[config.mk]
export PLATFORM = sky130hd
export DESIGN_NAME = uart_reg_bridge_flat
export DESIGN_NICKNAME = d
export VERILOG_FILES = /design/src/rtl/uart_reg_bridge_pkg.sv /design/src/rtl/uart_reg_bridge_if.sv /design/src/rtl/uart_reg_bridge_timeout.sv /design/src/rtl/uart_reg_bridge.sv /design/src/flat_wrapper.sv
export SDC_FILE = /design/constraint.sdc
export NUM_CORES = 1
export LEC_CHECK = 0
export CAP_MARGIN = 40
export CORE_AREA = 2 2 87 89
export DETAILED_ROUTE_END_ITERATION = 8
export DIE_AREA = 0 0 89 91
export GPL_TIMING_DRIVEN = 0
export PLACE_DENSITY = 0.71
export SLEW_MARGIN = 15
export SYNTH_ARGS = -nofsm -noshare
export SYNTH_HDL_FRONTEND = slang
export SYNTH_HIERARCHICAL = 1
export SYNTH_SLANG_ARGS = --single-unit
[constraint.sdc]
create_clock -name clk -period 8.2 [get_ports clk]
set_input_delay 1.64 -clock clk [delete_from_list [all_inputs] [get_ports clk]]
set_output_delay 1.64 -clock clk [all_outputs]
set_load 0.03 [all_outputs]
[src/rtl/uart_reg_bridge_pkg.sv]
// Shared UART protocol constants, FSM state encoding and helpers for uart_reg_bridge.
// Latency: n/a (declarations only).
// Backpressure: n/a.
// Contents: opcode/reply bytes, timeout counter width, state and opcode enums, error-count helper.
package uart_reg_bridge_pkg;

  // Host command opcodes and bridge reply bytes.
  localparam logic [7:0] OP_WRITE = 8'h57;  // 'W'
  localparam logic [7:0] OP_READ  = 8'h52;  // 'R'
  localparam logic [7:0] RSP_OK   = 8'h4B;  // 'K'
  localparam logic [7:0] RSP_ERR  = 8'h3F;  // '?'

  // Inter-byte timeout counter width; TIMEOUT_CYCLES may go up to 2^24-1.
  localparam int unsigned TMO_W = 24;

  typedef enum logic [2:0] {
    ST_IDLE,
    ST_GET_ADDR,
    ST_GET_DATA,
    ST_READ,
    ST_RESP
  } state_e;

  typedef enum logic {
    OPC_WR,
    OPC_RD
  } opc_e;

  function automatic logic is_opcode(input logic [7:0] b);
    return (b == OP_WRITE) || (b == OP_READ);
  endfunction

  // Saturating increment for the protocol error counter.
  function automatic logic [7:0] err_inc(input logic [7:0] c);
    return (c == 8'hFF) ? c : c + 8'd1;
  endfunction

endpackage

[src/rtl/uart_reg_bridge_if.sv]
// Bundle of the UART byte stream and the register access bus seen by uart_reg_bridge.
// Latency: n/a (wires only).
// Backpressure: tx_busy stalls the reply byte; rx side has no backpressure.
// Ports: slave = bridge side (consumes rx/tx_busy/reg_rdata, drives wr_*/reg_*),
//        master = environment side (UART core plus register file).
interface uart_reg_bridge_if;

  logic       rx_valid;   // one-cycle pulse: rx_data holds a received byte
  logic [7:0] rx_data;
  logic       tx_busy;    // UART transmitter busy
  logic       wr_en;      // one-cycle pulse: launch wr_data on the transmitter
  logic [7:0] wr_data;
  logic [7:0] reg_addr;
  logic [7:0] reg_wdata;
  logic       reg_we;     // one-cycle write strobe
  logic       reg_re;     // one-cycle read strobe
  logic [7:0] reg_rdata;  // valid the cycle after reg_re

  modport slave (
    input  rx_valid, rx_data, tx_busy, reg_rdata,
    output wr_en, wr_data, reg_addr, reg_wdata, reg_we, reg_re
  );

  modport master (
    output rx_valid, rx_data, tx_busy, reg_rdata,
    input  wr_en, wr_data, reg_addr, reg_wdata, reg_we, reg_re
  );

endinterface

[src/rtl/uart_reg_bridge_timeout.sv]
// uart_timeout: counts idle cycles while enabled and flags an inter-byte timeout.
// Latency: expire_o is combinational from the count register, high in the cycle the count hits TIMEOUT_CYCLES-1.
// Backpressure: none; clear_i restarts the count and suppresses expiry in the same cycle.
// Ports: clk, rstb (async active-low), clear_i, enable_i, expire_o.
module uart_timeout
  import uart_reg_bridge_pkg::*;
#(
  parameter int unsigned TIMEOUT_CYCLES = 5000000
) (
  input  logic clk,
  input  logic rstb,
  input  logic clear_i,
  input  logic enable_i,
  output logic expire_o
);

  localparam logic [TMO_W-1:0] LAST = TMO_W'(TIMEOUT_CYCLES - 1);

  logic [TMO_W-1:0] cnt_q;
  logic [TMO_W-1:0] cnt_d;

  // Count is held at zero outside the waiting states so every wait starts fresh.
  always_comb begin
    cnt_d = cnt_q;
    if (clear_i || !enable_i) begin
      cnt_d = '0;
    end else if (cnt_q != LAST) begin
      cnt_d = cnt_q + TMO_W'(1);
    end
  end

  always_ff @(posedge clk or negedge rstb) begin
    if (!rstb) begin
      cnt_q <= '0;
    end else begin
      cnt_q <= cnt_d;
    end
  end

  // A byte in the expiry cycle (clear_i) wins over the timeout.
  assign expire_o = enable_i && !clear_i && (cnt_q == LAST);

endmodule

[src/rtl/uart_reg_bridge.sv]
// uart_reg_bridge: UART responder decoding 'W' addr data / 'R' addr commands into register accesses, one reply byte each.
// Latency: write data byte -> reg_we 1 cycle, -> wr_en 2 cycles; read addr byte -> reg_re 1 cycle, -> wr_en 3 cycles (tx idle).
// Backpressure: reply held in RESP while tx_busy is high; bytes arriving in READ/RESP are dropped and counted as errors.
// Ports: clk, rstb (async active-low), bus (uart_reg_bridge_if.slave), err_cnt (saturating error count), busy (state != IDLE).
module uart_reg_bridge
  import uart_reg_bridge_pkg::*;
#(
  parameter int unsigned TIMEOUT_CYCLES = 5000000
) (
  input  logic                   clk,
  input  logic                   rstb,
  uart_reg_bridge_if.slave       bus,
  output logic [7:0]             err_cnt,
  output logic                   busy
);

  state_e     state_q;
  opc_e       opc_q;
  logic [7:0] reply_q;
  logic       rd_pend_q;   // reply must be taken from reg_rdata this cycle
  logic       wr_en_q;
  logic [7:0] wr_data_q;
  logic [7:0] reg_addr_q;
  logic [7:0] reg_wdata_q;
  logic       reg_we_q;
  logic       reg_re_q;
  logic [7:0] err_cnt_q;

  logic tmo_en;
  logic tmo_expire;

  assign tmo_en = (state_q == ST_GET_ADDR) || (state_q == ST_GET_DATA);

  uart_timeout #(
    .TIMEOUT_CYCLES(TIMEOUT_CYCLES)
  ) u_timeout (
    .clk      (clk),
    .rstb     (rstb),
    .clear_i  (bus.rx_valid),
    .enable_i (tmo_en),
    .expire_o (tmo_expire)
  );

  always_ff @(posedge clk or negedge rstb) begin
    if (!rstb) begin
      state_q     <= ST_IDLE;
      opc_q       <= OPC_WR;
      reply_q     <= 8'h00;
      rd_pend_q   <= 1'b0;
      wr_en_q     <= 1'b0;
      wr_data_q   <= 8'h00;
      reg_addr_q  <= 8'h00;
      reg_wdata_q <= 8'h00;
      reg_we_q    <= 1'b0;
      reg_re_q    <= 1'b0;
      err_cnt_q   <= 8'h00;
    end else begin
      // Strobes are single-cycle unless re-asserted below.
      wr_en_q  <= 1'b0;
      reg_we_q <= 1'b0;
      reg_re_q <= 1'b0;

      case (state_q)
        ST_IDLE: begin
          if (bus.rx_valid) begin
            if (is_opcode(bus.rx_data)) begin
              opc_q   <= (bus.rx_data == OP_READ) ? OPC_RD : OPC_WR;
              state_q <= ST_GET_ADDR;
            end else begin
              reply_q   <= RSP_ERR;
              err_cnt_q <= err_inc(err_cnt_q);
              state_q   <= ST_RESP;
            end
          end
        end

        ST_GET_ADDR: begin
          if (bus.rx_valid) begin
            reg_addr_q <= bus.rx_data;
            if (opc_q == OPC_WR) begin
              state_q <= ST_GET_DATA;
            end else begin
              // reg_re is registered so it is high for the single READ cycle.
              reg_re_q <= 1'b1;
              state_q  <= ST_READ;
            end
          end else if (tmo_expire) begin
            err_cnt_q <= err_inc(err_cnt_q);
            state_q   <= ST_IDLE;
          end
        end

        ST_GET_DATA: begin
          if (bus.rx_valid) begin
            reg_wdata_q <= bus.rx_data;
            reg_we_q    <= 1'b1;
            reply_q     <= RSP_OK;
            state_q     <= ST_RESP;
          end else if (tmo_expire) begin
            err_cnt_q <= err_inc(err_cnt_q);
            state_q   <= ST_IDLE;
          end
        end

        ST_READ: begin
          // reg_rdata arrives next cycle, which is the first RESP cycle.
          if (bus.rx_valid) begin
            err_cnt_q <= err_inc(err_cnt_q);
          end
          rd_pend_q <= 1'b1;
          state_q   <= ST_RESP;
        end

        ST_RESP: begin
          if (bus.rx_valid) begin
            err_cnt_q <= err_inc(err_cnt_q);
          end
          // reg_rdata is only guaranteed for one cycle: latch it even if the
          // transmitter is busy so the reply survives an arbitrary stall.
          if (rd_pend_q) begin
            reply_q   <= bus.reg_rdata;
            rd_pend_q <= 1'b0;
          end
          if (!bus.tx_busy) begin
            wr_en_q   <= 1'b1;
            wr_data_q <= rd_pend_q ? bus.reg_rdata : reply_q;
            state_q   <= ST_IDLE;
          end
        end

        default: begin
          state_q <= ST_IDLE;
        end
      endcase
    end
  end

  assign bus.wr_en     = wr_en_q;
  assign bus.wr_data   = wr_data_q;
  assign bus.reg_addr  = reg_addr_q;
  assign bus.reg_wdata = reg_wdata_q;
  assign bus.reg_we    = reg_we_q;
  assign bus.reg_re    = reg_re_q;
  assign err_cnt       = err_cnt_q;
  assign busy          = (state_q != ST_IDLE);

endmodule

[src/flat_wrapper.sv]
// flat-port wrapper written by rule: the top's interface ports become plain ports
module uart_reg_bridge_flat import uart_reg_bridge_pkg::*;
#(
  parameter int unsigned TIMEOUT_CYCLES = 5000000
)
  (clk, rstb, err_cnt, busy, bus_rx_valid, bus_rx_data, bus_tx_busy, bus_reg_rdata, bus_wr_en, bus_wr_data, bus_reg_addr, bus_reg_wdata, bus_reg_we, bus_reg_re);
  uart_reg_bridge_if bus_i ();
  input  logic clk;
  input  logic rstb;
  output logic [7:0] err_cnt;
  output logic busy;
  input wire logic [$bits(bus_i.rx_valid)-1:0] bus_rx_valid;
  input wire logic [$bits(bus_i.rx_data)-1:0] bus_rx_data;
  input wire logic [$bits(bus_i.tx_busy)-1:0] bus_tx_busy;
  input wire logic [$bits(bus_i.reg_rdata)-1:0] bus_reg_rdata;
  output wire logic [$bits(bus_i.wr_en)-1:0] bus_wr_en;
  output wire logic [$bits(bus_i.wr_data)-1:0] bus_wr_data;
  output wire logic [$bits(bus_i.reg_addr)-1:0] bus_reg_addr;
  output wire logic [$bits(bus_i.reg_wdata)-1:0] bus_reg_wdata;
  output wire logic [$bits(bus_i.reg_we)-1:0] bus_reg_we;
  output wire logic [$bits(bus_i.reg_re)-1:0] bus_reg_re;
  assign bus_i.rx_valid = bus_rx_valid;
  assign bus_i.rx_data = bus_rx_data;
  assign bus_i.tx_busy = bus_tx_busy;
  assign bus_i.reg_rdata = bus_reg_rdata;
  assign bus_wr_en = bus_i.wr_en;
  assign bus_wr_data = bus_i.wr_data;
  assign bus_reg_addr = bus_i.reg_addr;
  assign bus_reg_wdata = bus_i.reg_wdata;
  assign bus_reg_we = bus_i.reg_we;
  assign bus_reg_re = bus_i.reg_re;
  uart_reg_bridge #(.TIMEOUT_CYCLES(TIMEOUT_CYCLES)) u_core (.clk(clk), .rstb(rstb), .bus(bus_i), .err_cnt(err_cnt), .busy(busy));
endmodule
; After elaboration in Yosys (flattened, before gate mapping)
; Cells that the tools add are included.
[word_totals]
register_bits = 72
out_inout_bits = 36
elab_cells = 84
[classes]
add_sub_neg = 2
eq_ne = 16
muxes = 31
bitwise = 1
reduce_logical = 22
[op_table]
columns = operator, n
row1 = 2-to-1 mux 8 bit, 10
row2 = 2-to-1 mux 24 bit, 2
row3 = one-hot mux 8 bit (3 select lines), 2
row4 = adder 24 x 1 -> 24 bit (second input constant), 1
row5 = == test 24 x 23 -> 1 bit (second input constant), 1
row6 = inequality test 24 x 23 -> 1 bit (second input constant), 1
row7 = 2-to-1 mux 3 bit, 6
row8 = == test 8 x 7 -> 1 bit (second input constant), 2
row9 = one-hot mux 3 bit (5 select lines), 1
row10 = inequality test 2 bit (second input constant), 5
row11 = 2-to-1 mux 1 bit, 9
row12 = nonzero test 3 bit, 3
row13 = adder 8 x 1 -> 8 bit (second input constant), 1
row14 = == test 8 bit (second input constant), 1
row15 = AND reduction 2 bit, 4
row16 = == test 3 x 2 -> 1 bit (second input constant), 2
row17 = AND reduction 6 bit, 1
row18 = inequality test 2 x 1 -> 1 bit (second input constant), 2
row19 = AND reduction 4 bit, 1
row20 = nonzero test 2 bit, 2
row21 = OR reduction 2 bit, 2
row22 = == test 3 x 1 -> 1 bit (second input constant), 1
row23 = == test 3 bit (second input constant), 1
row24 = zero test 3 bit, 1
row25 = 6 further kinds, 10

; Logic depth before layout (Yosys ltp)
[depth]
word_depth = 7
ltp_mapped = 11
ltp_nobuf = 9

; Modules after synthesis
; Netlist, hierarchy kept.
[modules_own_cells]
columns = mod, n_inst, cells_per_inst, area_each_um2
row1 = uart_reg_bridge, 1, 193, 2202.1
row2 = uart_timeout, 1, 131, 1302.5

; Worst setup path after synthesis
; No wires, ideal clock.
[synth_timing]
kind = input port to flip-flop
startpoint = in bus_rx_valid
endpoint = reg u_core.err_cnt_q[1] (netlist: u_core/err_cnt[1])
setup_time_ns = 0.128
t_arrival_ns = 3.331
required_time_ns = 8.072
slack_ns = 4.741
stages = 8
path_buffers = 1
path_cell_list = nand2b_1 clkbuf_1 nor3_1 or3b_1 a211o_1 nand3_2 nand3_2 mux2_1
[synth_via]
elab_chain_cells = 5
[synth_lines]
columns = item, line_no
row1 = "start, declared", flat_wrapper.sv:12  ; input wire logic [$bits(bus_i.rx_valid)-1:0] bus_rx_valid;
row2 = zero test 1 bit, uart_reg_bridge_timeout.sv:41  ; assign expire_o = enable_i && !clear_i && (cnt_q == LAST);
row3 = logical AND 1 bit (2 in series), uart_reg_bridge_timeout.sv:41
row4 = via u_core.tmo_expire, uart_reg_bridge.sv:30  ; logic tmo_expire;
row5 = inequality test 2 x 1 -> 1 bit (no line), n/a
row6 = AND reduction 6 bit (no line), n/a
row7 = "end signal, assigned", uart_reg_bridge.sv:71  ; err_cnt_q <= err_inc(err_cnt_q);
row8 = "end signal, assigned", uart_reg_bridge.sv:88  ; err_cnt_q <= err_inc(err_cnt_q);
row9 = "end signal, assigned", uart_reg_bridge.sv:100  ; err_cnt_q <= err_inc(err_cnt_q);
row10 = "end, declared", uart_reg_bridge.sv:27  ; logic [7:0] err_cnt_q;
; The timed path passes the listed nets, and every way through them passes these cells.
; A chain may end at the register's enable or synchronous reset.

; Final worst setup path
; Same ends and word-level chain as after synthesis.

==> flow_summary_export.csv <==
group,metric,value,unit
clocking,numCtsBuffers,9,
drt,drt_iter0_markers,148,
clocking,numClockSinks,72,
drt,routed_wirelength,7280,microns
clocking,clk_pin_slew,0.08,ns
die,die_width,89,microns
setup_path,worstReg2RegStart,"u_core/state_q[1]",
drt,num_vias,2627,
logic_synthesis,ys_ff_latch,72,
timing,worstMarginPinSlew,0.757,ns
run,timing.max_cap.violations,0,
setup_path,crit_end,"u_core/err_cnt[1]",
clocking,cts_buffer_depth,2,
logic_synthesis,synth.distinct_cells,54,
timing,max_freq,0.259,GHz
clocking,cts_setup_buffers,0,
logic_synthesis,synth_edf_count,0,
timing,layout_min_cycle_time,3.86,ns
logic_synthesis,synth_area,3500,sq um
die,ioPinCount,56,
timing,setup_viol,0,
placement,io_buffers,55,
global_route,grt_max_degree,60,
setup_path,cpMostUsedCell,"nand3_2",
clocking,cts_hold_buf,0,
setup_path,r2r-end,"u_core/err_cnt[1]",
clocking,clk_latency,0.34,ns
cells_and_area,fin_util,61.5,%
worst_hold_path,whs_path_depth,1,
clocking,cts_root_buf,"clkbuf_8",
cells_and_area,final_cell_mix,"72 x dfrtp_1, 54 x clkdlybuf4s50_1, 40 x nor2_1",
clocking,cts_resized,0,
cells_and_area,layout.nets,413,
setup_path,slowest_delay,0.46,ns
global_route,grt_overflow,0,
placement,dp_hpwl,5200,microns
logic_synthesis,ys_async_sr_fraction,100,%
setup_path,critical_path.max_fanout,7,
die,rows,31,
power_and_ir_drop,power_per_cell_area,205,nW/um^2
cells_and_area,drive_above_1_share,14.7,%
setup_path,cp-startpoint,"bus_rx_valid",
logic_synthesis,yosysSeqAreaShare,51.4,%
setup_path,critPathLaunchType,"primary input",
logic_synthesis,avgSynthCellArea,10.8,sq um
drt,vias_per_cell,5.32,
timing,fin_ws,4.34,ns
setup_path,worstRegToRegCells,11,
die,die_h,91,microns
placement,gp_congestion,0.828,
timing,tns,0,ns
cells_and_area,nFillCells,611,
global_route,grt_pass1_vias,2655,
cells_and_area,stdcell_count,494,
power_and_ir_drop,p_leak,1.80,nW
setup_path,critPathRequiredTime,8.43,ns
global_route,grt_pass1_wl,12600,microns
status,status,"finished, final reports clean",
die,coreArea,7140,sq um
placement,post-place-ws,3.96,ns
timing,slew_headroom,49.3,%
timing,finalHoldViolations,0,
logic_synthesis,yosys_warnings,6,
logic_synthesis,synth_nets,346,
setup_path,r2r_slack,5.15,ns
timing,rsz0062_at_grt,"false",
cells_and_area,final_common_cell,"dfrtp_1",
setup_path,path_class,"in2reg",
placement,dp_cells,479,
logic_synthesis,synthCells,324,
worst_hold_path,hp-class,"reg2reg",
die,die_area,8100,sq um
global_route,track_usage,19.7,%
drt,dr.pass1.iters,4,
clocking,cts_tree,"done",
drt,wire_per_inst,14.7,microns
logic_synthesis,ys.flop_type,"dfrtp_1",
global_route,antenna_found_initial,0,
setup_path,crit_arrival,4.09,ns
die,initial_core_util,49.1,%
clocking,htreeDepth,3,
power_and_ir_drop,ir_worst_vdd,0.157,mV
timing,finClkSkew,0.00881,ns
drt,drc,0,
setup_path,cp_cell_sequence,"clkdlybuf4s50_1, nand2b_1, clkbuf_1, nor3_1, or3b_1, a211o_1, nand3_2, nand3_2, mux2_1",
timing,drv_slew,0,
timing,fin_crit_sh,47.1,%
drt,drt.antenna.violating_nets,0,
cells_and_area,antenna_cells,0,
worst_hold_path,hp-start,"u_core/reply_q[6]",
cells_and_area,syn2layout_area_growth,25.2,%
setup_path,timing.critical_path.slowest_stage_cell,"clkdlybuf4s50_1",
setup_path,cp-end-kind,"flop",
metal layers:
layer | up-vias | part of all wire (%) | GRT usage, % | wire length (microns)
li1 | 1274 | - | - | -
met1 | 1298 | 44 | 26.6 | 3190
met2 | 48 | 51 | 31.2 | 3690
met3 | 7 | 4.5 | 6.18 | 327
met4 | 0 | 0.89 | 4.60 | 65
met5 | - | 0 | 0 | 0
synthesized netlist by cell type, types with 4 or more instances:
library cell,count,share of area (%)
dfrtp_1,72,51
nand2_1,20,2.1
a21oi_1,17,2.4
nand3_1,10,1.4
nand2b_1,5,0.89
clkbuf_1,5,0.54
nand4_1,11,2.0
nor3_1,4,0.57
o21ai_0,6,0.86
mux2i_1,9,2.6
o21ai_1,4,0.57
xor2_1,16,4.0
inv_1,7,0.75
nor2_1,40,4.3
buf_2,4,0.57
and3_1,5,0.89
xnor2_1,14,3.5
mux2_2,16,5.1
power by group:
part           leakage [nW]  internal (mW)  switching (mW)
logic                 0.777         0.0948           0.120
clock network        0.0948          0.138           0.130
registers             0.930          0.388          0.0285
cell type report:
type | instances | area, sq um | share of cell area [%]
flip-flops and latches | 72 | 1800 | 41.0
inverters | 7 | 26.3 | 0.599
repair buffers | 56 | 576 | 13.1
plain buffers | 11 | 53.8 | 1.23
clock inverters | 6 | 61.3 | 1.40
multi-input cells | 234 | 1620 | 37.0
well taps | 99 | 124 | 2.82
clock buffers | 9 | 124 | 2.82
how the worst min path moves through the flow:
stage / endpoint / slack [ns]
6_report: u_core/reply_q[6] / 0.49
5_1_grt: u_core/reply_q[6] / 0.51
4_1_cts: u_core/reply_q[6] / 0.49
3_5_place_dp: u_core/reply_q[6] / 0.47
3_3_place_gp: u_core/reply_q[6] / 0.46
2_1_floorplan: u_core/reply_q[6] / 0.45
state kept, by name, summed over array words and instances, names as in the netlist:
name,cells
u_core/state_q,3
u_core/err_cnt,8
u_core/bus.wr_data,8
u_core/bus.reg_we,1
u_core/opc_q,1
u_core/rd_pend_q,1
u_core/bus.reg_re,1
u_core/bus.reg_wdata,8
u_core/bus.reg_addr,8
u_core/u_timeout/cnt_q,24
u_core/bus.wr_en,1
u_core/reply_q,8
critical path: cells and delay by family:
family	cells	cell delay (ns)
AOI/OAI and AO/OA	1	0.31
and+or+nand+nor	5	1.22
muxes	1	0.32
buffers and inverters	2	0.61
per-stage QoR:
stage / hold slack [ns] / total power [mW] / instance area, sq um
CTS: 0.486 / 0.910 / 4390
global placement: 0.460 / 0.633 / 4180
floorplan: 0.449 / 0.541 / 3500
global route: 0.512 / 0.944 / 4390
finish: 0.490 / 0.898 / 4390
detailed placement: 0.468 / 0.639 / 4200
cell families after synthesis:
logic type,share of synthesized area [%]
xor gates and xnor gates,7.50
adders and majority gates,0.714
buffers and inverters,2.28
AOI/OAI and AO/OA,7.60
muxes,8.03
and+or+nand+nor,22.5
DFF,51.4
Power figures use the tool's default switching activity.
